--- config.mk ---
export PLATFORM = sky130hd
export DESIGN_NAME = alu_cmd_ctrl
export DESIGN_NICKNAME = d
export VERILOG_FILES = /design/src/rtl/alu_ctrl_pkg.sv /design/src/rtl/alu_cmd_ctrl.sv
export SDC_FILE = /design/constraint.sdc
export NUM_CORES = 1
export LEC_CHECK = 0
export ABC_CLOCK_PERIOD_IN_PS = 1800
export CAP_MARGIN = 20
export CORE_ASPECT_RATIO = 0.75
export CORE_MARGIN = 5
export CORE_UTILIZATION = 28
export CTS_BUF_LIST = sky130_fd_sc_hd__clkbuf_4 sky130_fd_sc_hd__clkbuf_8 sky130_fd_sc_hd__clkbuf_16
export DETAILED_ROUTE_END_ITERATION = 7
export DONT_BUFFER_PORTS = 1
export GPL_TIMING_DRIVEN = 1
export MAX_ROUTING_LAYER = met4
export PLACE_DENSITY_LB_ADDON = 0.2
export SLEW_MARGIN = 30
export SYNTH_ARGS = -nofsm -noshare
export SYNTH_HDL_FRONTEND = slang
export SYNTH_SLANG_ARGS = --single-unit
--- constraint.sdc ---
create_clock -name CLK -period 1.8 [get_ports CLK]
set_input_delay 0.18 -clock CLK [delete_from_list [all_inputs] [get_ports CLK]]
set_output_delay 0.18 -clock CLK [all_outputs]
set_load 0.02 [all_outputs]
--- src/rtl/alu_ctrl_pkg.sv ---
// alu_ctrl_pkg: shared types and constants for the ALU command controller and the ALU it drives.
package alu_ctrl_pkg;

  localparam int BYTE_W = 8;
  localparam int FUN_W  = 4;

  localparam logic [BYTE_W-1:0] CMD_OP  = 8'hCC;
  localparam logic [BYTE_W-1:0] CMD_NOP = 8'hDD;

  localparam logic [FUN_W-1:0] FUN_ADD  = 4'd0;
  localparam logic [FUN_W-1:0] FUN_SUB  = 4'd1;
  localparam logic [FUN_W-1:0] FUN_MUL  = 4'd2;
  localparam logic [FUN_W-1:0] FUN_DIV  = 4'd3;
  localparam logic [FUN_W-1:0] FUN_AND  = 4'd4;
  localparam logic [FUN_W-1:0] FUN_OR   = 4'd5;
  localparam logic [FUN_W-1:0] FUN_NAND = 4'd6;
  localparam logic [FUN_W-1:0] FUN_XOR  = 4'd7;

  typedef enum logic [3:0] {
    IDLE,
    GET_A,
    GET_B,
    GET_FUN,
    ALU_RUN,
    WAIT_RES,
    TX_LO,
    TX_LO_WAIT,
    TX_HI,
    TX_HI_WAIT
  } state_t;

endpackage

--- src/rtl/alu_cmd_ctrl.sv ---
// alu_cmd_ctrl: parses CC/DD command frames into ALU operands, fires the ALU once
// and returns its 16-bit result to the byte transmitter, low byte first.
module alu_cmd_ctrl
  import alu_ctrl_pkg::*;
#(
  parameter int DATA_WIDTH = BYTE_W
) (
  input  logic                    CLK,
  input  logic                    RST,
  input  logic [DATA_WIDTH-1:0]   RX_P_DATA,
  input  logic                    RX_D_VLD,
  output logic [DATA_WIDTH-1:0]   A,
  output logic [DATA_WIDTH-1:0]   B,
  output logic [FUN_W-1:0]        ALU_FUN,
  output logic                    ALU_EN,
  input  logic [2*DATA_WIDTH-1:0] ALU_OUT,
  input  logic                    OUT_VALID,
  output logic [DATA_WIDTH-1:0]   TX_P_DATA,
  output logic                    TX_D_VLD,
  input  logic                    TX_BUSY,
  output logic                    CTRL_BUSY
);

  state_t                  state_q, state_d;
  logic [DATA_WIDTH-1:0]   a_q, a_d, b_q, b_d, tx_q, tx_d;
  logic [FUN_W-1:0]        fun_q, fun_d;
  logic [2*DATA_WIDTH-1:0] res_q, res_d;
  logic                    seen_q, seen_d;
  logic                    tx_fire;

  always_ff @(posedge CLK or negedge RST) begin
    if (!RST) begin
      state_q <= IDLE;
      a_q     <= '0;
      b_q     <= '0;
      fun_q   <= '0;
      res_q   <= '0;
      tx_q    <= '0;
      seen_q  <= 1'b0;
    end else begin
      state_q <= state_d;
      a_q     <= a_d;
      b_q     <= b_d;
      fun_q   <= fun_d;
      res_q   <= res_d;
      tx_q    <= tx_d;
      seen_q  <= seen_d;
    end
  end

  always_comb begin
    state_d = state_q;
    a_d     = a_q;
    b_d     = b_q;
    fun_d   = fun_q;
    res_d   = res_q;
    seen_d  = 1'b0;
    case (state_q)
      IDLE:     if (RX_D_VLD) state_d = (RX_P_DATA == CMD_OP) ? GET_A :
                                        (RX_P_DATA == CMD_NOP) ? GET_FUN : IDLE;
      GET_A:    if (RX_D_VLD) begin
                  a_d     = RX_P_DATA;
                  state_d = GET_B;
                end
      GET_B:    if (RX_D_VLD) begin
                  b_d     = RX_P_DATA;
                  state_d = GET_FUN;
                end
      GET_FUN:  if (RX_D_VLD) begin
                  fun_d   = RX_P_DATA[FUN_W-1:0];
                  state_d = ALU_RUN;
                end
      ALU_RUN:  state_d = WAIT_RES;
      WAIT_RES: if (OUT_VALID) begin
                  res_d   = ALU_OUT;
                  state_d = TX_LO;
                end
      TX_LO:    if (!TX_BUSY) state_d = TX_LO_WAIT;
      TX_HI:    if (!TX_BUSY) state_d = TX_HI_WAIT;
      // Byte is done only after the transmitter has visibly taken it (busy rose) and released it.
      TX_LO_WAIT, TX_HI_WAIT: begin
        seen_d = seen_q | TX_BUSY;
        if (seen_q && !TX_BUSY) state_d = (state_q == TX_LO_WAIT) ? TX_HI : IDLE;
      end
      default:  state_d = IDLE;
    endcase
  end

  always_comb begin
    tx_fire   = (state_q == TX_LO || state_q == TX_HI) && !TX_BUSY;
    tx_d      = !tx_fire ? tx_q :
                (state_q == TX_HI) ? res_q[2*DATA_WIDTH-1:DATA_WIDTH] : res_q[DATA_WIDTH-1:0];
    TX_D_VLD  = tx_fire;
    TX_P_DATA = tx_d;
    ALU_EN    = state_q == ALU_RUN;
    CTRL_BUSY = state_q != IDLE;
  end

  assign A       = a_q;
  assign B       = b_q;
  assign ALU_FUN = fun_q;

endmodule

## After elaboration in Yosys (flattened, before gate mapping)

Cells that the tools add are included.
W data, S select, Z words.

| operators by class | value |
|---|---|
| equality and inequality tests | 19 |
| multiplexer cells | 15 |
| bitwise gates (word level) | 1 |
| reduce and logical (&&, ||, !) cells | 12 |

Operator list:

| kind | count |
|---|---|
| $mux W4 | 9 |
| $pmux W4 S9 | 1 |
| $eq A4 B3 Y1 const B | 4 |
| $eq A8 B8 Y1 const B | 2 |
| $mux W8 | 2 |
| $ne A2 B2 Y1 const B | 8 |
| $eq A4 B2 Y1 const B | 2 |
| $eq A4 B4 Y1 const B | 2 |
| $reduce_and A2 Y1 | 4 |
| $reduce_and A8 Y1 | 1 |
| $eq A4 B1 Y1 const B | 1 |
| $logic_not A4 Y1 | 1 |
| $mux W2 | 2 |
| $reduce_bool A4 Y1 | 1 |
| $logic_and A1 B1 Y1 | 2 |
| $reduce_or A2 Y1 | 1 |
| $logic_not A1 Y1 | 1 |
| $logic_or A1 B1 Y1 | 1 |
| $mux W1 | 1 |
| $or A1 B1 Y1 | 1 |

| word-level totals | value |
|---|---|
| flip-flop bits (word level) | 49 |
| input port bits | 29 |
| output and inout bits | 31 |

## Depth between registers and ports, before layout

| depth | value |
|---|---|
| word-level depth | 5 |
| gate-level depth with buffers | 6 |
| depth with buffers taken out | 4 |

## Worst setup path after synthesis

OpenSTA, ideal clock, no wires.

| path | value |
|---|---|
| path type | register to register |
| start | reg state_q[1] |
| end | reg tx_q[6] |
| setup time | 186 ps |
| arrival | 1824 ps |
| data required time | 1614 ps |
| setup slack | -210 ps |
| stages on the path, launching flop included | 6 |
| period minus slack after synthesis | 2010 ps |
| path through | dfrtp_1 > buf_2 > nor3b_1 > o21ai_1 > buf_2 > o21ai_0 |

| on the way | value |
|---|---|
| longest elaborated chain between the ends | 4 |

Ends and longest elaborated chain:

| what | line | source |
|---|---|---|
| start: declaration | alu_cmd_ctrl.sv:24 | `state_t state_q, state_d;` |
| start signal: assignment | alu_cmd_ctrl.sv:41 | `state_q <= state_d;` |
| $eq A4 B3 Y1 or $eq A4 B4 Y1 (tied branches) | alu_cmd_ctrl.sv:90, alu_cmd_ctrl.sv:92 |  |
| $logic_or A1 B1 Y1 | alu_cmd_ctrl.sv:90 | `tx_fire = (state_q == TX_LO \|\| state_q == TX_HI) && !TX_BUSY;` |
| $logic_and A1 B1 Y1 | alu_cmd_ctrl.sv:90 |  |
| $mux W8 * | alu_cmd_ctrl.sv:91 | `tx_d = !tx_fire ? tx_q :` |
| via TX_P_DATA[6] | alu_cmd_ctrl.sv:18 | `output logic [DATA_WIDTH-1:0] TX_P_DATA,` |
| end signal: assignment | alu_cmd_ctrl.sv:46 | `tx_q <= tx_d;` |
| end: declaration | alu_cmd_ctrl.sv:25 | `logic [DATA_WIDTH-1:0] a_q, a_d, b_q, b_d, tx_q, tx_d;` |

The timed path passes the listed nets; every way through them passes the cells marked *.
A chain may end at the register's enable or synchronous reset.

## Final worst setup path

| path | value |
|---|---|
| start | reg state_q[2] |
| end | out TX_P_DATA[1] |

| on the way | value |
|---|---|
| longest elaborated chain between the ends | 4 |

Ends and longest elaborated chain:

| what | line |
|---|---|
| $eq A4 B3 Y1 or $eq A4 B4 Y1 (tied branches) | alu_cmd_ctrl.sv:90, alu_cmd_ctrl.sv:92 |
| $logic_or A1 B1 Y1 | alu_cmd_ctrl.sv:90 |
| $logic_and A1 B1 Y1 | alu_cmd_ctrl.sv:90 |
| $mux W8 * | alu_cmd_ctrl.sv:91 |
| end: declaration | alu_cmd_ctrl.sv:18 |

Mark *: on every way between the ends. The rest lies on a longest branch, timed or not.

==> metrics.txt <==
# TYPE chip_impl_metric gauge
chip_impl_metric{name="yosysSeqAreaShare",unit="%"} 58.16
chip_impl_info{name="timing.critical_path.from",value="state_q[2]$_DFFE_PN0P_"} 1
chip_impl_metric{name="layout.cells.non_filler",unit=""} 291
chip_impl_metric{name="vdd_drop_max",unit="V"} 0.0005923
chip_impl_metric{name="synth-edff-count",unit=""} 0
chip_impl_metric{name="finalWeightedCongestion",unit=""} 0.7899
chip_impl_metric{name="report.power.total",unit="mW"} 4.943
chip_impl_metric{name="drtIter0Drc",unit=""} 22
chip_impl_metric{name="detail_route.wl_per_cell",unit="um"} 17.20
chip_impl_metric{name="num-fill-cells",unit=""} 700
chip_impl_info{name="yosysTopAreaCell",value="sky130_fd_sc_hd__dfrtp_1"} 1
chip_impl_metric{name="post_drt_via_cell_ratio",unit=""} 4.770
chip_impl_info{name="min-delay-path-class",value="in -> reg"} 1
chip_impl_info{name="rsz_0062_raised_after_global_routing",value="yes"} 1
chip_impl_info{name="r2r-end",value="state_q[0]$_DFFE_PN0P_"} 1
chip_impl_metric{name="layout.core_utilization",unit="%"} 37.84
chip_impl_metric{name="final_hold_viol_count",unit=""} 0
chip_impl_metric{name="critPathMaxStageDelay",unit="ns"} 0.43
chip_impl_metric{name="drv.max_cap_violation_count",unit=""} 0
chip_impl_info{name="clock_tree.root_cell",value="sky130_fd_sc_hd__clkbuf_8"} 1
chip_impl_metric{name="starting_density",unit="%"} 28.76
chip_impl_metric{name="fmax_achieved",unit="MHz"} 490.1
chip_impl_metric{name="final_max_slew_viol_count",unit=""} 0
chip_impl_info{name="path_delay_family",value="buffers and inverters"} 1
chip_impl_metric{name="syn-instance-count",unit=""} 154
chip_impl_info{name="rr_startpoint",value="state_q[2]$_DFFE_PN0P_"} 1
chip_impl_info{name="yosys.cell_count.top_type",value="sky130_fd_sc_hd__dfrtp_1"} 1
chip_impl_info{name="ys_top_cells_by_count",value="sky130_fd_sc_hd__dfrtp_1, sky130_fd_sc_hd__mux2_2, sky130_fd_sc_hd__nand2_1, sky130_fd_sc_hd__o21ai_0, sky130_fd_sc_hd__mux2i_1"} 1
chip_impl_metric{name="fin_crit",unit="ns"} 2.041
chip_impl_metric{name="grt_util_all_layers",unit="%"} 11.47
chip_impl_info{name="worstSetupPathType",value="reg -> out"} 1
chip_impl_metric{name="timing.final.crit_share",unit="%"} 113.4
chip_impl_metric{name="worst_slew_margin_rel",unit="%"} 72.69
chip_impl_metric{name="timing.critical_path.buf_inv",unit=""} 3
chip_impl_metric{name="yosys.cell_types.count",unit=""} 31
chip_impl_metric{name="flow.area_growth_from_synthesis",unit="%"} 31.57
chip_impl_metric{name="holdWs",unit="ns"} 0.02712
chip_impl_metric{name="power.share.combinational",unit="%"} 36.4
chip_impl_metric{name="worstMarginPinSlew",unit="ns"} 0.4086
chip_impl_metric{name="number_of_cell_rows",unit=""} 27
chip_impl_info{name="critical_path.endpoint_type",value="output pin"} 1
chip_impl_metric{name="worstPathMaxFanout",unit=""} 8
chip_impl_metric{name="multi_input_comb_area",unit="um^2"} 958.4
chip_impl_metric{name="drtPass1Iterations",unit=""} 4
chip_impl_metric{name="power.internal",unit="mW"} 3.126
chip_impl_metric{name="synth_fp_nets",unit=""} 183
chip_impl_info{name="timing.critical_path.from_type",value="flop"} 1
chip_impl_info{name="failed_checks",value="negative setup slack"} 1
chip_impl_info{name="cts_tree",value="yes"} 1
chip_impl_metric{name="power.clock.fraction",unit="%"} 18.5
chip_impl_metric{name="die_width",unit="um"} 110.2
chip_impl_metric{name="r2r_slack",unit="ns"} -0.19
chip_impl_metric{name="final_report_setup_violation_count",unit=""} 12
chip_impl_info{name="synth_area_leaders",value="sky130_fd_sc_hd__dfrtp_1, sky130_fd_sc_hd__mux2_2, sky130_fd_sc_hd__mux2i_1, sky130_fd_sc_hd__nand2_1, sky130_fd_sc_hd__o21ai_0"} 1
chip_impl_metric{name="layout.area.seq",unit="um^2"} 1227
chip_impl_metric{name="total_nets_final",unit=""} 218
chip_impl_metric{name="synthesis.area_per_instance",unit="um^2"} 13.69
chip_impl_info{name="timing.critical_path.to",value="TX_P_DATA[1]"} 1
chip_impl_metric{name="global_route.overflow_total",unit=""} 0
chip_impl_metric{name="grt_first_pass_wirelength",unit="um"} 8204
chip_impl_info{name="crit_path_top_delay_cell",value="sky130_fd_sc_hd__dfrtp_1"} 1
chip_impl_info{name="dominantRegCellSynth",value="sky130_fd_sc_hd__dfrtp_1"} 1
chip_impl_info{name="status",value="finished with violations"} 1
chip_impl_metric{name="antenna_cells_inserted",unit=""} 0
chip_impl_metric{name="grt_max_degree",unit=""} 50
chip_impl_metric{name="arrival_time_of_the_worst_setup_path",unit="ns"} 1.86
chip_impl_metric{name="clkLatencyLatePin",unit="ns"} 0.29
chip_impl_metric{name="synth.top_cell.area_share",unit="%"} 58.16
chip_impl_metric{name="netlist_area",unit="um^2"} 2108
chip_impl_metric{name="fp.coreArea",unit="um^2"} 7331
chip_impl_metric{name="fp.dieH",unit="um"} 85.15
chip_impl_metric{name="grt_pass1_vias",unit=""} 1546
chip_impl_metric{name="met2_usage",unit="%"} 18.78
chip_impl_metric{name="cts_sinks",unit=""} 49
chip_impl_metric{name="global_route.usage.met1",unit="%"} 14.18
chip_impl_metric{name="io_pins",unit=""} 60
chip_impl_metric{name="placed_cells",unit=""} 272
chip_impl_metric{name="dp_hpwl",unit="um"} 3613
chip_impl_metric{name="seqPwrFrac",unit="%"} 45.1
chip_impl_metric{name="fin_worst_skew",unit="ns"} 0.007066
chip_impl_metric{name="die_area",unit="um^2"} 9383
chip_impl_metric{name="clk_path_buf_depth",unit=""} 2
chip_impl_metric{name="drtAntennaViolNets",unit=""} 0
chip_impl_metric{name="crit_cells",unit=""} 6
chip_impl_metric{name="final_layout_size_suffix_gt1_share",unit="%"} 51.58
chip_impl_metric{name="cts_htree_levels",unit=""} 2
chip_impl_metric{name="cts_made_buffers",unit=""} 5
chip_impl_metric{name="switching_share",unit="%"} 36.75
chip_impl_metric{name="worst_reg2reg_path_length_in_cells",unit=""} 7
chip_impl_metric{name="buffer_ports.inserted",unit=""} 0
chip_impl_metric{name="ys_seq_elements",unit=""} 49
chip_impl_metric{name="ys_warn_count",unit=""} 0
chip_impl_metric{name="synth-async-reset-ratio",unit="%"} 100.0
chip_impl_metric{name="dr_total_vias",unit=""} 1388
chip_impl_info{name="worstPathCellList",value="buf_6 > nor4_4 > buf_12 > mux2i_2 > o21ai_1 > buf_4"} 1
chip_impl_metric{name="switching_power",unit="mW"} 1.817
chip_impl_metric{name="worst_ep_required_time",unit="ns"} 1.62
chip_impl_metric{name="power-per-cell-area",unit="nW/um^2"} 1782
chip_impl_metric{name="clkTransAtPathRegs",unit="ns"} 0.09
chip_impl_metric{name="leak_pwr",unit="nW"} 1.207
chip_impl_metric{name="totalWireLength",unit="um"} 5004
chip_impl_metric{name="antenna_found_initial",unit=""} 0
chip_impl_info{name="grt.busiest_layer",value="met2"} 1
chip_impl_metric{name="detail_route.drc_violations",unit=""} 0
chip_impl_metric{name="timing.final.ws_setup",unit="ns"} -0.2405
chip_impl_metric{name="global_route.usage.met3",unit="%"} 2.357
-- worst reg2reg max path, cell delays in order, from the launching register on --
cell,delay [ns]
sky130_fd_sc_hd__dfrtp_1,0.43
sky130_fd_sc_hd__buf_4,0.15
sky130_fd_sc_hd__buf_6,0.11
sky130_fd_sc_hd__buf_6,0.13
sky130_fd_sc_hd__or4_4,0.51
sky130_fd_sc_hd__nor4b_4,0.31
sky130_fd_sc_hd__a2111oi_1,0.14
sky130_fd_sc_hd__o2bb2ai_1,0.16
-- how the worst min path moves through the flow --
stage	slack, ns	depth (start not counted)	to	start
final	0.03	1	B[6]$_DFFE_PN0P_	RX_P_DATA[6]
after global routing	0.005	1	res_q[14]$_DFFE_PN0P_	ALU_OUT[14]
after CTS	0.02	1	res_q[14]$_DFFE_PN0P_	ALU_OUT[14]
after detailed placement	-0.11	0	B[1]$_DFFE_PN0P_	RST
after global placement	-0.11	0	A[1]$_DFFE_PN0P_	RST
after floorplan	-0.12	0	ALU_FUN[0]$_DFFE_PN0P_	RST
-- power groups by stage --
stage / clock (mW) / sequential (mW) / combinational, mW
6_report: 0.913 / 2.23 / 1.80
5_1_grt: 0.990 / 2.29 / 1.94
4_1_cts: 0.938 / 2.23 / 1.69
3_5_place_dp: 0 / 2.23 / 1.45
3_3_place_gp: 0 / 2.20 / 1.41
2_1_floorplan: 0 / 2.10 / 1.06
-- per-stage QoR --
| stage | cell area, um^2 | TNS, ns | setup slack [ns] |
|---|---|---|---|
| 2_1_floorplan | 2112 | 0 | 0.005770 |
| 3_3_place_gp | 2391 | 0 | 0.07139 |
| 3_5_place_dp | 2391 | 0 | 0.03018 |
| 4_1_cts | 2705 | -1.924 | -0.2387 |
| 5_1_grt | 2774 | -3.437 | -0.3290 |
| 6_report | 2774 | -2.198 | -0.2405 |
-- cells in the final DEF (no fill, tap or decap), drive strengths merged, types with 2 or more instances in the layout --
cell | Yosys | final
o2bb2ai | 2 | 2
clkbuf | 0 | 5
o21ai | 11 | 11
nor2 | 2 | 2
buf | 5 | 32
bufinv | 0 | 2
nor3b | 2 | 2
dfrtp | 49 | 49
nand4b | 2 | 2
mux2 | 36 | 36
inv | 2 | 2
nand3b | 2 | 2
nand2 | 14 | 14
mux2i | 8 | 8
nor2b | 2 | 2
-- sequential cells by signal, summed over array words and instances (netlist names) --
name and flops:
A 8, state_q 4, ALU_FUN 4, tx_q 8, res_q 16, seen_q 1
B 8
-- layout make-up --
| class | instances | share of cell area [%] |
|---|---|---|
| clock inverters | 3 | 2.346 |
| multi-input cells | 98 | 34.55 |
| flip-flops and latches | 49 | 44.25 |
| clock buffers | 5 | 2.481 |
| repair buffers | 33 | 11.55 |
| inverters | 2 | 0.2706 |
| well taps | 101 | 4.556 |
-- per-layer routing --
layer	wire length, um	up-vias	share of wire, %
met3	135	4	2.7
met2	2629	25	53
met1	2184	725	44
li1	-	634	-
met4	55	0	1.1
met5	0	-	0
-- timing repair --
action | in CTS | in global routing
setup endpoints to repair | 9 | 26
gates resized for setup | 24 | 13
setup buffers | 5 | 3
hold buffers | 2 | 0
pin swaps | 6 | 3
gates cloned | 1 | 0
hold endpoints to repair | 49 | 0
-- cell families after synthesis --
family / share of synthesized area (%)
XOR/XNOR: 0.4155
AO/OA/AOI/OAI: 6.173
multiplexers: 23.03
buffers and inverters: 1.543
flip-flops: 58.16
AND/OR/NAND/NOR: 10.68
(Power assumes the default switching activity.)
